--- src/rtl/arcfour_pkg.sv ---
// Shared types for the RC4 key-search sequencer.
//   state_t : FSM states. The 3-bit encoding is exported on state_tap.
//   mode_t  : key-selection modes. The raw 2'b11 code folds into single mode.
package arcfour_pkg;

    typedef enum logic [2:0] {
        IDLE      = 3'd0,
        LOAD      = 3'd1,
        RUN       = 3'd2,
        NEXT_KEY  = 3'd3,
        FOUND     = 3'd4,
        EXHAUSTED = 3'd5,
        ABORTED   = 3'd6
    } state_t;

    typedef enum logic [1:0] {
        MODE_SINGLE = 2'b00,
        MODE_FULL   = 2'b01,
        MODE_RANGE  = 2'b10
    } mode_t;

    // Map the raw mode input onto a legal mode. The unused code behaves as single.
    function automatic mode_t decode_mode(input logic [1:0] raw);
        mode_t m;
        case (raw)
            2'b01:   m = MODE_FULL;
            2'b10:   m = MODE_RANGE;
            default: m = MODE_SINGLE;
        endcase
        return m;
    endfunction

endpackage

--- src/rtl/edge_detector.sv ---
// Rising-edge detector with a registered one-cycle pulse output.
//   clk   : clock
//   reset : asynchronous active-high reset (clears history and pulse)
//   sig   : level input
//   rise  : one-cycle pulse, registered, one cycle after sig goes 0->1
module edge_detector (
    input  logic clk,
    input  logic reset,
    input  logic sig,
    output logic rise
);

    logic sig_d_reg;
    logic rise_reg;

    always_ff @(posedge clk or posedge reset) begin
        if (reset) begin
            sig_d_reg <= 1'b0;
            rise_reg  <= 1'b0;
        end else begin
            sig_d_reg <= sig;
            rise_reg  <= sig & ~sig_d_reg;
        end
    end

    assign rise = rise_reg;

endmodule

--- src/rtl/arcfour_sequencer.sv ---
// RC4 key-search sequencer. Walks candidate keys through NUM_PHASES
// cascaded phase engines using a start/done handshake per phase.
//   clk, reset         : clock, asynchronous active-high reset
//   start              : level; a rising edge in IDLE launches a search
//   abort              : stops the search from LOAD / RUN / NEXT_KEY
//   mode               : 00 single, 01 full, 10 range, 11 single
//   switch_key         : key used in single mode
//   key_lo, key_hi     : first and last allowed candidate in range mode
//   phase_start        : one-hot start pulse to phase engine i
//   phase_done         : done pulse from phase engine i
//   decrypt_ok         : result, valid with the last phase_done
//   key                : candidate key driven to the engines
//   busy               : not IDLE
//   found / exhausted / aborted : sticky outcome flags
//   attempts           : completed evaluations, saturating
//   state_tap          : encoded FSM state
module arcfour_sequencer
    import arcfour_pkg::*;
#(
    parameter int RAM_WIDTH  = 8,
    parameter int KEY_LENGTH = 3,
    parameter int KEY_BITS   = 22,
    parameter int KEY_STRIDE = 1,
    parameter int KEY_OFFSET = 0,
    parameter int NUM_PHASES = 3
) (
    input  logic                             clk,
    input  logic                             reset,
    input  logic                             start,
    input  logic                             abort,
    input  logic [1:0]                       mode,
    input  logic [KEY_LENGTH*RAM_WIDTH-1:0]  switch_key,
    input  logic [KEY_BITS-1:0]              key_lo,
    input  logic [KEY_BITS-1:0]              key_hi,
    output logic [NUM_PHASES-1:0]            phase_start,
    input  logic [NUM_PHASES-1:0]            phase_done,
    input  logic                             decrypt_ok,
    output logic [KEY_LENGTH*RAM_WIDTH-1:0]  key,
    output logic                             busy,
    output logic                             found,
    output logic                             exhausted,
    output logic                             aborted,
    output logic [KEY_BITS-1:0]              attempts,
    output logic [2:0]                       state_tap
);

    localparam int KEY_W = KEY_LENGTH * RAM_WIDTH;
    localparam int IDX_W = (NUM_PHASES > 1) ? $clog2(NUM_PHASES) : 1;
    localparam logic [IDX_W-1:0] LAST_IDX = IDX_W'(NUM_PHASES - 1);

    state_t                state_reg;
    mode_t                 mode_reg;
    logic [KEY_BITS-1:0]   key_lo_reg;
    logic [KEY_BITS-1:0]   key_hi_reg;
    logic [KEY_BITS-1:0]   cand_reg;
    logic [IDX_W-1:0]      idx_reg;
    logic                  launched_reg;   // start pulse of current phase already issued
    logic [KEY_W-1:0]      key_reg;
    logic                  found_reg;
    logic                  exhausted_reg;
    logic                  aborted_reg;
    logic [KEY_BITS-1:0]   attempts_reg;

    logic                  start_rise;
    logic [KEY_BITS-1:0]   init_cand;
    logic [KEY_BITS:0]     next_cand;
    logic [KEY_BITS:0]     limit;
    logic                  done_here;

    edge_detector u_start_edge (
        .clk   (clk),
        .reset (reset),
        .sig   (start),
        .rise  (start_rise)
    );

    always_comb begin
        case (mode_reg)
            MODE_FULL:  init_cand = KEY_BITS'(KEY_OFFSET);
            MODE_RANGE: init_cand = key_lo_reg;
            default:    init_cand = '0;
        endcase
    end

    // One extra bit so a stride that steps past the top of the key space
    // is seen as "beyond limit" rather than wrapping to a small candidate.
    assign next_cand = {1'b0, cand_reg} + (KEY_BITS+1)'(KEY_STRIDE);
    assign limit     = (mode_reg == MODE_RANGE) ? {1'b0, key_hi_reg}
                                                : {1'b0, {KEY_BITS{1'b1}}};

    // Done is only meaningful after this phase's start pulse went out.
    assign done_here = launched_reg && phase_done[idx_reg];

    // The start pulse is decoded from registered state but gated by abort so
    // that no engine is kicked off in a cycle that is leaving for ABORTED.
    generate
        for (genvar gi = 0; gi < NUM_PHASES; gi++) begin : g_phase_start
            assign phase_start[gi] = (state_reg == RUN) && !launched_reg && !abort
                                     && (idx_reg == IDX_W'(gi));
        end
    endgenerate

    always_ff @(posedge clk or posedge reset) begin
        if (reset) begin
            state_reg     <= IDLE;
            mode_reg      <= MODE_SINGLE;
            key_lo_reg    <= '0;
            key_hi_reg    <= '0;
            cand_reg      <= '0;
            idx_reg       <= '0;
            launched_reg  <= 1'b0;
            key_reg       <= '0;
            found_reg     <= 1'b0;
            exhausted_reg <= 1'b0;
            aborted_reg   <= 1'b0;
            attempts_reg  <= '0;
        end else begin
            case (state_reg)
                IDLE: begin
                    if (start_rise) begin
                        mode_reg      <= decode_mode(mode);
                        key_lo_reg    <= key_lo;
                        key_hi_reg    <= key_hi;
                        found_reg     <= 1'b0;
                        exhausted_reg <= 1'b0;
                        aborted_reg   <= 1'b0;
                        attempts_reg  <= '0;
                        state_reg     <= LOAD;
                    end
                end
                LOAD: begin
                    if (abort) begin
                        state_reg <= ABORTED;
                    end else begin
                        cand_reg     <= init_cand;
                        key_reg      <= (mode_reg == MODE_SINGLE) ? switch_key
                                                                  : KEY_W'(init_cand);
                        idx_reg      <= '0;
                        launched_reg <= 1'b0;
                        state_reg    <= RUN;
                    end
                end
                RUN: begin
                    if (abort) begin
                        state_reg <= ABORTED;
                    end else begin
                        if (!launched_reg)
                            launched_reg <= 1'b1;
                        if (done_here) begin
                            if (idx_reg != LAST_IDX) begin
                                idx_reg      <= idx_reg + IDX_W'(1);
                                launched_reg <= 1'b0;
                            end else begin
                                if (attempts_reg != {KEY_BITS{1'b1}})
                                    attempts_reg <= attempts_reg + KEY_BITS'(1);
                                if (decrypt_ok)
                                    state_reg <= FOUND;
                                else if (mode_reg == MODE_SINGLE)
                                    state_reg <= EXHAUSTED;
                                else if (next_cand > limit)
                                    state_reg <= EXHAUSTED;
                                else
                                    state_reg <= NEXT_KEY;
                            end
                        end
                    end
                end
                NEXT_KEY: begin
                    if (abort) begin
                        state_reg <= ABORTED;
                    end else begin
                        cand_reg     <= next_cand[KEY_BITS-1:0];
                        key_reg      <= KEY_W'(next_cand[KEY_BITS-1:0]);
                        idx_reg      <= '0;
                        launched_reg <= 1'b0;
                        state_reg    <= RUN;
                    end
                end
                FOUND: begin
                    found_reg <= 1'b1;
                    state_reg <= IDLE;
                end
                EXHAUSTED: begin
                    exhausted_reg <= 1'b1;
                    state_reg     <= IDLE;
                end
                ABORTED: begin
                    aborted_reg <= 1'b1;
                    state_reg   <= IDLE;
                end
                default: state_reg <= IDLE;
            endcase
        end
    end

    assign key       = key_reg;
    assign busy      = (state_reg != IDLE);
    assign found     = found_reg;
    assign exhausted = exhausted_reg;
    assign aborted   = aborted_reg;
    assign attempts  = attempts_reg;
    assign state_tap = state_reg;

endmodule

--- config.mk ---
export PLATFORM = sky130hd
export DESIGN_NAME = arcfour_sequencer
export DESIGN_NICKNAME = d
export VERILOG_FILES = /design/src/rtl/arcfour_pkg.sv /design/src/rtl/edge_detector.sv /design/src/rtl/arcfour_sequencer.sv
export SDC_FILE = /design/constraint.sdc
export NUM_CORES = 1
export LEC_CHECK = 0
export ABC_AREA = 1
export CAP_MARGIN = 20
export CORE_ASPECT_RATIO = 1.75
export CORE_MARGIN = 2
export CORE_UTILIZATION = 35
export DETAILED_ROUTE_END_ITERATION = 10
export GPL_TIMING_DRIVEN = 0
export PLACE_DENSITY = 0.61
export SKIP_CTS_REPAIR_TIMING = 1
export SLEW_MARGIN = 20
export SYNTH_ARGS = -nofsm -noshare
export SYNTH_HDL_FRONTEND = slang
export SYNTH_SLANG_ARGS = --single-unit
export TNS_END_PERCENT = 20
--- constraint.sdc ---
create_clock -name clk -period 4.8 [get_ports clk]
set_input_delay 1.44 -clock clk [delete_from_list [all_inputs] [get_ports clk]]
set_output_delay 1.44 -clock clk [all_outputs]
set_load 0.02 [all_outputs]
==> results.md, run 1 <==
- Die ar.: 0.0207 mm^2
- Multi-input gate area: 0.00327 mm^2
- Fin crit share: between 90% and 100%
- CP max stage cell: clkdlybuf4s50_1
- Reg-to-reg endpoint: state_tap[1]
- CTS sink count: roughly 130
- Die Height: roughly 190 um
- 1st-iter DRT viols: 343
- Reg2reg start: mode_reg[0]
- Area grow syn2layout: 34.5%
- Endpoints failing setup: 0
- Via-to-Cell Ratio: 4.80
- Post-synth top area share: 45.7%
- Max-Cap Viols: 0
- Yosys warning count: 0
- Static leakage: 4.39 nW
- Horiz. Die Dim: roughly 110 um
- Fin. Hold Viols: 0
- Register area share after synthesis: between 40% and 50%
- Hold/Removal Path Class: flop to flop
- R2R depth: 19
- Register area: 0.00313 mm^2
- Cell area after layout: 0.00920 mm^2
- DRT antenna net count: 0
- CTS buffer count: 17
- WP data required: 3.36 ns
- First drt pass iteration count: 4
- I/O pin count: 134
- Largest net degree at the start of global routing: 98
- Synthesized area: between 0.006 and 0.007 mm^2
- Startpoint Class: input port
- Wirelength per Cell: roughly 16 um
- Synth unique cells: 36
- CTS tree: yes
- # fillers: ~1900
- Synth cell count leaders: nand2_1, dfrtp_1, nor2_1, inv_1, xor2_1
- Htree depth: 4
- Worst Path Arrival: 3.02 ns
- Slowest stage delay, CP: 0.63 ns
- Share of cells above drive strength 1: 5.70%
- Post-synth EDFFs: 0
- Core box area: ~0.019 mm^2
- First-pass GRT wire length: 32.8 mm
- Rel. slew slack: between 40% and 50%
- Pins Over Slew Limit: 0
- Max clock buf depth: 2
- Most common cell in the netlist: nand2_1
- Wirelength, routed: 20.9 mm
- Initial antenna violation count: 1
- Pwr dens: just over 600 mW/mm^2
- Worst slew pin tran: 0.868 ns
- Critical-path cell list: clkdlybuf4s50_1 -> nor2_1 -> nand2_1 -> nor2_1 -> clkdlybuf4s50_1
- Crit path from: abort
- Seq cells post-synth: 125
- Cells taking the most area after synthesis: dfrtp_1, nand2_1, ha_1
- Crit-path max FO: 5
- DRC viols: 0
- Crit end category: output pin
- Hold_ws: 0.392 ns
- Congestion Overflow GR: 0
- Top cell type by total area after synthesis: dfrtp_1
- Via count: 6217
- # rows: 67
- Worst VDD drop: ~0.23 mV
- Root Driver: clkbuf_16
- GRT Overall Usage: about a fifth
- Number of flip-flops in the largest register: 24
- Worst-path clk slew: 0.06 ns
- IO buf count: between 100 and 150
- Clock Skews: 0.00999 ns
- Post-layout minimum cycle time: 4.46 ns
- Reg2reg setup slack: between 1.5 and 2 ns
- Critical path type: input port to output pin
- Max Clock Freq: 224 MHz
- Area post-placement: approximately 0.0085 mm^2
- Mapped Cells: 887
- Number of global-route vias before repair: 6322
- Final HPWL DP: 16.1 mm
- Final net count: 1145
- Leading register cell type out of synthesis: dfrtp_1
- Initial core utilization: around 36%
- Final Wtd Congestion: 0.983
- Status: complete, no violations
- RSZ-0062 raised after global routing: false
- Clock Latency Late Sink: 0.42 ns
- Post-synth ARST share: 100%
- Crit path to: phase_start[0]
- Syn Nets: 992
- Mapped Avg Cell Area: a little under 8 um^2
-- critical path: cells and delay by family --
family / cells / cell delay [ns]
and+or+nand+nor: 3 / 0.43
buffers and inverters: 2 / 1.15
-- logic make-up after synthesis --
kind of cell | after synthesis | synth area share (%)
simple gates | 465 | 27.9
flops | 125 | 45.7
compound gates | 120 | 10.4
buf+inv | 114 | 6.47
xor+xnor | 36 | 4.61
fa+ha+maj | 27 | 4.94
-- layout make-up --
| type | instances | area share (%) |
|---|---|---|
| Clock buffer | 21 | 4.90 |
| Buffer | 33 | 1.51 |
| Clock inverter | 11 | 2.58 |
| Timing Repair Buffer | 134 | 14.8 |
| Antenna cell | 1 | 0.0272 |
| Tap cell | 241 | 3.28 |
| Inverter | 81 | 3.39 |
| Sequential cell | 125 | 34.0 |
| Multi-Input combinational cell | 648 | 35.6 |
-- worst min-delay path by stage --
stage                           start                 to  slack [ns]  cells past startpoint
2_1_floorplan  u_start_edge.sig_d_reg  u_start_edge.rise        0.38                      1
3_3_place_gp   u_start_edge.sig_d_reg  u_start_edge.rise        0.38                      1
3_5_place_dp   u_start_edge.sig_d_reg  u_start_edge.rise        0.38                      1
4_1_cts        u_start_edge.sig_d_reg  u_start_edge.rise        0.39                      1
5_1_grt        u_start_edge.sig_d_reg  u_start_edge.rise        0.42                      1
6_report       u_start_edge.sig_d_reg  u_start_edge.rise        0.39                      1
-- metal layers --
metal | wire, um | global-route usage [%] | vias to the layer above
met5 | 0 | 0 | -
met4 | 928 | 10.2 | 0
met3 | 999 | 4.96 | 45
met2 | 11300 | 38.1 | 154
met1 | 7640 | 21.9 | 2866
li1 | - | - | 3152
-- layout by cell type (no fill, tap or decap), types with 7 or more instances in the layout --
cell type,netlist,layout
nand3_1,34,34
nand2_1,306,306
o21ai_0,32,32
a22oi_1,11,11
xor2_1,36,36
clkbuf_1,21,24
a31oi_1,7,7
clkbuf_16,0,17
nor2_1,88,88
a21oi_1,32,32
inv_1,76,75
o21ai_1,17,17
clkdlybuf4s50_1,0,133
a2bb2oi_1,11,11
dfrtp_1,125,125
bufinv_16,0,7
nand4_1,7,7
ha_1,27,27
buf_2,11,11
nor3_1,9,9
-- report_power, final --
part | leakage (nW) | switching [mW] | internal, mW
Clock | 0.324 | 0.473 | 1.04
Combinational | 2.50 | 1.40 | 0.900
Sequential | 1.56 | 0.317 | 1.50
-- through the flow --
stage | total power, mW | TNS [ns] | setup WS, ns | utilization [%] | instances
after floorplan | 3.24 | 0 | 0.0324 | - | 887
after global placement | 4.10 | -255.05 | -2.05 | 44.1 | 1261
after detailed placement | 4.14 | 0 | 0.366 | 44.3 | 1262
after CTS | 5.69 | 0 | 0.351 | 47.9 | 1294
after global routing | 6.03 | 0 | 0.272 | 47.9 | 1295
final | 5.63 | 0 | 0.337 | 47.9 | 1295
No activity file was read; power rests on OpenSTA's default activity.
==> run 2, diff against run 1 <==
--- a/config.mk
+++ b/config.mk
@@ -5,14 +5,13 @@
 export SDC_FILE = /design/constraint.sdc
 export NUM_CORES = 1
 export LEC_CHECK = 0
-export ABC_AREA = 1
 export CAP_MARGIN = 20
 export CORE_ASPECT_RATIO = 1.75
 export CORE_MARGIN = 2
-export CORE_UTILIZATION = 35
+export CORE_UTILIZATION = 47
 export DETAILED_ROUTE_END_ITERATION = 10
 export GPL_TIMING_DRIVEN = 0
-export PLACE_DENSITY = 0.61
+export PLACE_DENSITY = 0.78
 export SKIP_CTS_REPAIR_TIMING = 1
 export SLEW_MARGIN = 20
 export SYNTH_ARGS = -nofsm -noshare
==> run 2 against run 1 <==
  * Fmax grew 0.56%
  * Routed wire length shrank 1.5%
  * Final cell count shrank 13%
  * Total power shrank 6.2%
  * Via count grew 2.5%
  * Area after synthesis shrank 1.4%
  * Global-route usage grew 6.6 points
  * Flip-flop and latch count is the same
  * Clock-buffer cell count shrank 4
  * Combinational power shrank 10%
  * Die area shrank 26%
==> results.md, run 2 <==
- Status: complete, no violations
- Static leakage: 4.03 nW (-8.3%)
- Register area share after synthesis: 46.4% (+0.66 points)
- Max Clock Freq: 225 MHz (+0.56%)
- Crit end category: output pin
- Setup TNS: 0 ns (unchanged)
- CTS buffer count: 17 (unchanged)
- Crit path to: phase_start[1]
- Share of cells above drive strength 1: 7.04% (+1.3 points)
- Endpoints failing setup: 0 (unchanged)
- Worst-path clk slew: 0.06 ns (about the same)
- I/O pin count: 134 (unchanged)
- Seq cells post-synth: 125 (unchanged)
- IO buf count: 132 (-0.75%)
- Fin crit share: 92.5% (-0.52 points)
- Synth unique cells: 60 (+67%)
- Worst slew pin tran: 1.07 ns (+0.200 ns)
- RSZ-0062 raised after global routing: false
- Horiz. Die Dim: 94.6 um (-14%)
- Post-layout minimum cycle time: 4.44 ns (-0.0250 ns)
- Reg2reg start: cand_reg[0]
- Syn Nets: 892 (-10%)
- Hold/Removal Path Class: flop to flop
- Cell area after layout: 0.00897 mm^2 (-2.5%)
- Number of global-route vias before repair: 6491 (+2.7%)
- Die ar.: 0.0154 mm^2 (-26%)
- Final net count: 1044 (-8.8%)
- Pwr dens: 589 mW/mm^2 (-3.8%)
- DRT antenna net count: 0 (unchanged)
- Area grow syn2layout: 33.0%
- Rel. slew slack: 28.8% (-13 points)
- 1st-iter DRT viols: 466 (+36%)
- Congestion Overflow GR: 0 (unchanged)
- Die Height: 162 um (-14%)
- Antenna cell count: 0 (-1)
- Largest net degree at the start of global routing: 85 (-13%)
- Initial antenna violation count: 0 (-1)
- CTS sink count: 125 (unchanged)
- Most common cell after layout, fill and taps aside: nand2_1
- Max clock buf depth: 2 (unchanged)
- Worst Path Arrival: 3.00 ns (-0.02 ns)
- CTS tree: yes
- Leading register cell type out of synthesis: dfrtp_1
- Wirelength per Cell: 18.2 um (+13%)
- Fin. Hold Viols: 0 (unchanged)
- Pins Over Slew Limit: 0 (unchanged)
- GRT Overall Usage: 27.6% (+6.6 points)
- Yosys warning count: 0 (unchanged)
- Top cell type by total area after synthesis: dfrtp_1
- Htree depth: 4 (unchanged)
- R2R depth: 12 (-7)
- Core box area: 0.0140 mm^2 (-27%)
- Commonest cells after routing, fill and taps aside: nand2_1, clkdlybuf4s50_1, dfrtp_1
- Wirelength, routed: 20.6 mm (-1.5%)
- Reg-to-reg endpoint: state_tap[1]
- Mapped Cells: 787 (-11%)
- Reg2reg setup slack: 1.24 ns (-0.36 ns)
- Root Driver: clkbuf_16
- Most common cell in the netlist: nand2_1
- Via-to-Cell Ratio: 5.64 (+18%)
- DRC viols: 0 (unchanged)
- Worst VDD drop: 0.309 mV (+32%)
- Crit-path max FO: 7 (+2)
- Mapped Avg Cell Area: 8.57 um^2 (+11%)
- WP data required: 3.36 ns (about the same)
- Post-synth top area share: 46.4% (+0.66 points)
- # rows: 57 (-15%)
- Final HPWL DP: 15.3 mm (-5.0%)
- First-pass GRT wire length: 32.2 mm (-1.7%)
- Synthesized area: 0.00674 mm^2 (-1.4%)
- Cells taking the most area after synthesis: dfrtp_1, nand2_1, ha_1
- Critical path type: input port to output pin
- Via count: 6371 (+2.5%)
- Setup ws final: 0.362 ns (+0.0250 ns)
- Area post-placement: 0.00833 mm^2 (-2.1%)
- Crit path from: abort
- Final Wtd Congestion: 0.946 (-3.8%)
- Hold_ws: 0.391 ns (-0.00174 ns)
- # fillers: 1195 (-37%)
- Post-synth EDFFs: 0 (unchanged)
- Max-Cap Viols: 0 (unchanged)
- Clock Skews: 0.00744 ns (-0.00255 ns)
- Initial core utilization: 48.2% (+13 points)
- Clock Latency Late Sink: 0.43 ns (about the same)
- Startpoint Class: input port
- Dpl ws: 0.443 ns (+0.0762 ns)
- Post-synth ARST share: 100% (unchanged)
- Synth cell count leaders: nand2_1, dfrtp_1, nor2_1, a21oi_1, o21ai_0
- First drt pass iteration count: 5 (+1)
- Number of flip-flops in the largest register: 24 (unchanged)
run 2: cell types whose count changed after synthesis, sizes merged, moves of 10 or more:
cell,delta
nand2,-97
xor2,-25
a21oi,+19
nand3,-13
xnor2,+16
o21ai,-10
a2bb2oi,-11
inv,-67
nor2,-12
run 2: worst min path at each step:
stage / from / end / slack [ns] / cells after the start
final: u_start_edge.sig_d_reg / u_start_edge.rise / 0.39 / 1
after global placement: u_start_edge.sig_d_reg / u_start_edge.rise / 0.38 / 1
after global routing: u_start_edge.sig_d_reg / u_start_edge.rise / 0.41 / 1
after floorplan: u_start_edge.sig_d_reg / u_start_edge.rise / 0.38 / 1
after CTS: u_start_edge.sig_d_reg / u_start_edge.rise / 0.39 / 1
after detailed placement: u_start_edge.sig_d_reg / u_start_edge.rise / 0.38 / 1
run 2: where the power goes:
part / internal (mW) / switching, mW / leakage [nW]
registers: 1.48 / 0.337 / 1.59
clock network: 0.878 / 0.526 / 0.305
logic: 0.816 / 1.25 / 2.13
total: 3.17 / 2.11 / 4.03
run 2: cells by family after synthesis:
kind of cell	share of synthesized area, %
simple gates	27.1
compound gates	13.7
flops	46.4
buf+inv	3.19
xor+xnor	3.51
fa+ha+maj	5.01
mux	1.11
run 2: final cells by class:
| class | instances | area [um^2] | share of cell area [%] |
|---|---|---|---|
| plain buffers | 40 | 163 | 1.81 |
| clock buffers | 17 | 425 | 4.74 |
| clock inverters | 15 | 210 | 2.34 |
| inverters | 14 | 60.1 | 0.670 |
| multi-input cells | 608 | 3410 | 38.0 |
| flip-flops and latches | 125 | 3130 | 34.9 |
| well taps | 177 | 221 | 2.47 |
| repair buffers | 133 | 1350 | 15.0 |
run 2: worst max-delay path, stage by stage:
cell and delay [ns]:
clkbuf_1 0.17, nor3_2 0.23, nand2_1 0.23, nor2_1 0.16
and2_1 0.15, clkdlybuf4s50_1 0.61
run 2: per-layer routing:
metal / part of all wire [%] / vias up / global-route usage, %
met5: 0 / - / 0
met4: 7.1 / 0 / 18.8
met3: 6.1 / 83 / 5.55
met2: 51 / 268 / 47.7
met1: 36 / 3003 / 29.6
li1: - / 3017 / -
run 2: through the flow:
stage	instances	util, %	power (mW)
after floorplan	787	-	3.02
after global placement	1096	59.3	3.77
after detailed placement	1097	59.6	3.85
after CTS	1129	64.1	5.26
after global routing	1129	64.2	5.58
final	1129	64.2	5.28
==> run 3, diff against run 2 <==
--- a/config.mk
+++ b/config.mk
@@ -5,13 +5,13 @@
 export SDC_FILE = /design/constraint.sdc
 export NUM_CORES = 1
 export LEC_CHECK = 0
-export CAP_MARGIN = 20
+export CAP_MARGIN = 10
 export CORE_ASPECT_RATIO = 1.75
 export CORE_MARGIN = 2
-export CORE_UTILIZATION = 47
+export CORE_UTILIZATION = 55
 export DETAILED_ROUTE_END_ITERATION = 10
 export GPL_TIMING_DRIVEN = 0
-export PLACE_DENSITY = 0.78
+export PLACE_DENSITY = 0.85
 export SKIP_CTS_REPAIR_TIMING = 1
 export SLEW_MARGIN = 20
 export SYNTH_ARGS = -nofsm -noshare
==> constraint.sdc (replaced) <==
create_clock -name clk -period 5.2 [get_ports clk]
set_input_delay 1.56 -clock clk [delete_from_list [all_inputs] [get_ports clk]]
set_output_delay 1.56 -clock clk [all_outputs]
set_load 0.02 [all_outputs]
==> run 3 against run 2 <==
  * First-iteration DRC count decreased by 3.6%
  * Largest power group unchanged
  * Register-to-register slack better by 0.54 ns
  * Worst setup slack gained 0.11 ns
  * Clock skew increased by 0.0020 ns
  * Largest cell class unchanged
  * Die area decreased by 14%
  * Clock power shrank 11%
  * Via count increased by 2.4%
  * Global-route usage up 5.2 points
==> results.md, run 3 (synthesis gave the netlist of run 2 again) <==
- Post-Place Cells: 1085 (-1.1%)
- Clock Latency Late Sink: 0.42 ns (about the same)
- RSZ-0062 raised after global routing: false
- Via count: 6526 (+2.4%)
- Number of global-route vias before repair: 6544 (+0.82%)
- Wirelength per Cell: 18.4 um (+1.0%)
- Critical path type: input port to output pin
- Crit end category: output pin
- CTS sink count: 125 (unchanged)
- First drt pass iteration count: 5 (unchanged)
- Wirelength, routed: 20.6 mm (about the same)
- Horiz. Die Dim: 87.7 um (-7.2%)
- Hold/Removal Path Class: flop to flop
- Root Driver: clkbuf_16
- # rows: 53 (-7.0%)
- Core box area: 0.0120 mm^2 (-14%)
- Via-to-Cell Ratio: 5.84 (+3.5%)
- DRC viols: 0 (unchanged)
- Largest net degree at the start of global routing: 71 (-16%)
- Htree depth: 4 (unchanged)
- # fillers: 881 (-26%)
- Commonest cells after routing, fill and taps aside: nand2_1, clkdlybuf4s50_1, dfrtp_1
- Endpoints failing setup: 0 (unchanged)
- Status: complete, no violations
- Initial antenna violation count: 0 (unchanged)
- Share of cells above drive strength 1: 6.93% (-0.11 points)
- WP data required: 3.64 ns (+0.28 ns)
- 1st-iter DRT viols: 449 (-3.6%)
- CTS buffer count: 17 (unchanged)
- Post-layout minimum cycle time: 4.72 ns
- Die Height: 150 um (-7.4%)
- Final Instance Count excl. Fillers: 1117 (-1.1%)
- Top Layer Used: met4
- Crit-path max FO: 7 (unchanged)
- Worst VDD drop: 0.298 mV (-3.5%)
- CTS tree: yes
- Worst-path clk slew: 0.06 ns (about the same)
- Startpoint Class: input port
- Met3 wire len: 1.18 mm (-6.4%)
- Max clock buf depth: 2 (unchanged)
- First-pass GRT wire length: 32.7 mm (+1.5%)
- Max Clock Freq: 212 MHz
- GRT Overall Usage: 32.8% (+5.2 points)
- Most common cell after layout, fill and taps aside: nand2_1
- Total power: 4.84 mW (-8.3%)
- Fin. Hold Viols: 0 (unchanged)
- Area grow syn2layout: 32.4%
- DRT met1 WL: 7.32 mm (-1.3%)
- Final HPWL DP: 15.1 mm (-1.3%)
- Clock Skews: 0.00948 ns (+0.00203 ns)
- Fin crit share: about nine tenths
- Die ar.: 0.0132 mm^2 (-14%)
- Static leakage: 4.01 nW (-0.34%)
- Congestion Overflow GR: 0 (unchanged)
- Pwr dens: 542 mW/mm^2 (-7.9%)
- Routed length on met2: 11.0 mm (+5.0%)
- Pins Over Slew Limit: 0 (unchanged)
- Max-Cap Viols: 0 (unchanged)
- Worst slew pin tran: 1.06 ns (-0.00536 ns)
- Rel. slew slack: 29.2% (+0.36 points)
- Worst Path Arrival: 3.16 ns (+0.16 ns)
- Initial core utilization: 56.2% (+7.9 points)
- I/O pin count: 134 (unchanged)
- IO buf count: 132 (unchanged)
- Antenna cell count: 0 (unchanged)
- Final Wtd Congestion: 0.965 (+2.0%)
- Number of flip-flops in the largest register: 24 (unchanged)
- DRT antenna net count: 0 (unchanged)
- Final net count: 1044 (unchanged)
run 3: cell count changes in the layout (fill, tap and decap cells not counted):
| cell | change |
|---|---|
| clkbuf_1 | +1 |
| bufinv_16 | -1 |
| clkinvlp_4 | +1 |
| inv_8 | -1 |
| clkbuf_8 | +2 |
| inv_6 | -2 |
run 3: worst paths after layout:
check	start	endpoint	slack, ns	cells after the start
max in group asynchronous	reset	key[15]	2.88	3
setup reg to reg	cand_reg[0]	state_tap[1]	1.78	12
hold reg to reg	u_start_edge.sig_d_reg	u_start_edge.rise	0.40	1
setup / recovery	abort	phase_start[1]	0.48	6
hold / removal	u_start_edge.sig_d_reg	u_start_edge.rise	0.40	1
min in group asynchronous	reset	attempts[13]	1.58	2
run 3: through the flow:
stage	util (%)	worst slack (ns)	setup TNS (ns)	hold slack, ns	cell area [um^2]
2_1_floorplan	-	0.312	0	0.378	6740
3_3_place_gp	68.9	-1.45	-180.53	0.385	8270
6_report	74.4	0.477	0	0.397	8930
3_5_place_dp	69.2	0.569	0	0.390	8310
4_1_cts	74.4	0.549	0	0.398	8930
5_1_grt	74.4	0.451	0	0.410	8930
run 3: critical path, cell delays in order:
cell and delay [ns]:
clkbuf_1 0.18, nor3_2 0.25, nand2_1 0.25, nor2_1 0.16
and2_1 0.16, clkdlybuf4s50_1 0.60
run 3: final cells by class:
cell class / count / area (um^2) / share of cell area (%)
sequential: 125 / 3130 / 35.0
buffer: 40 / 163 / 1.82
multi-input combinational: 608 / 3410 / 38.2
clock inverter: 12 / 161 / 1.81
inverter: 14 / 57.6 / 0.644
tap: 165 / 206 / 2.31
clock buffer: 20 / 457 / 5.11
timing repair buffer: 133 / 1350 / 15.1
run 3: power breakdown:
part	leakage [nW]	total [mW]	switching [mW]	internal (mW)
Combinational	2.13	1.93	1.18	0.755
Clock	0.293	1.24	0.453	0.783
Sequential	1.59	1.67	0.307	1.36
Total	4.01	4.84	1.94	2.90
run 3: routing by layer:
layer  GRT usage, %  up-vias
li1               -     3011
met1           35.5     3158
met2           57.8      293
met4           17.8        0
met5              0        -
met3           7.57       64
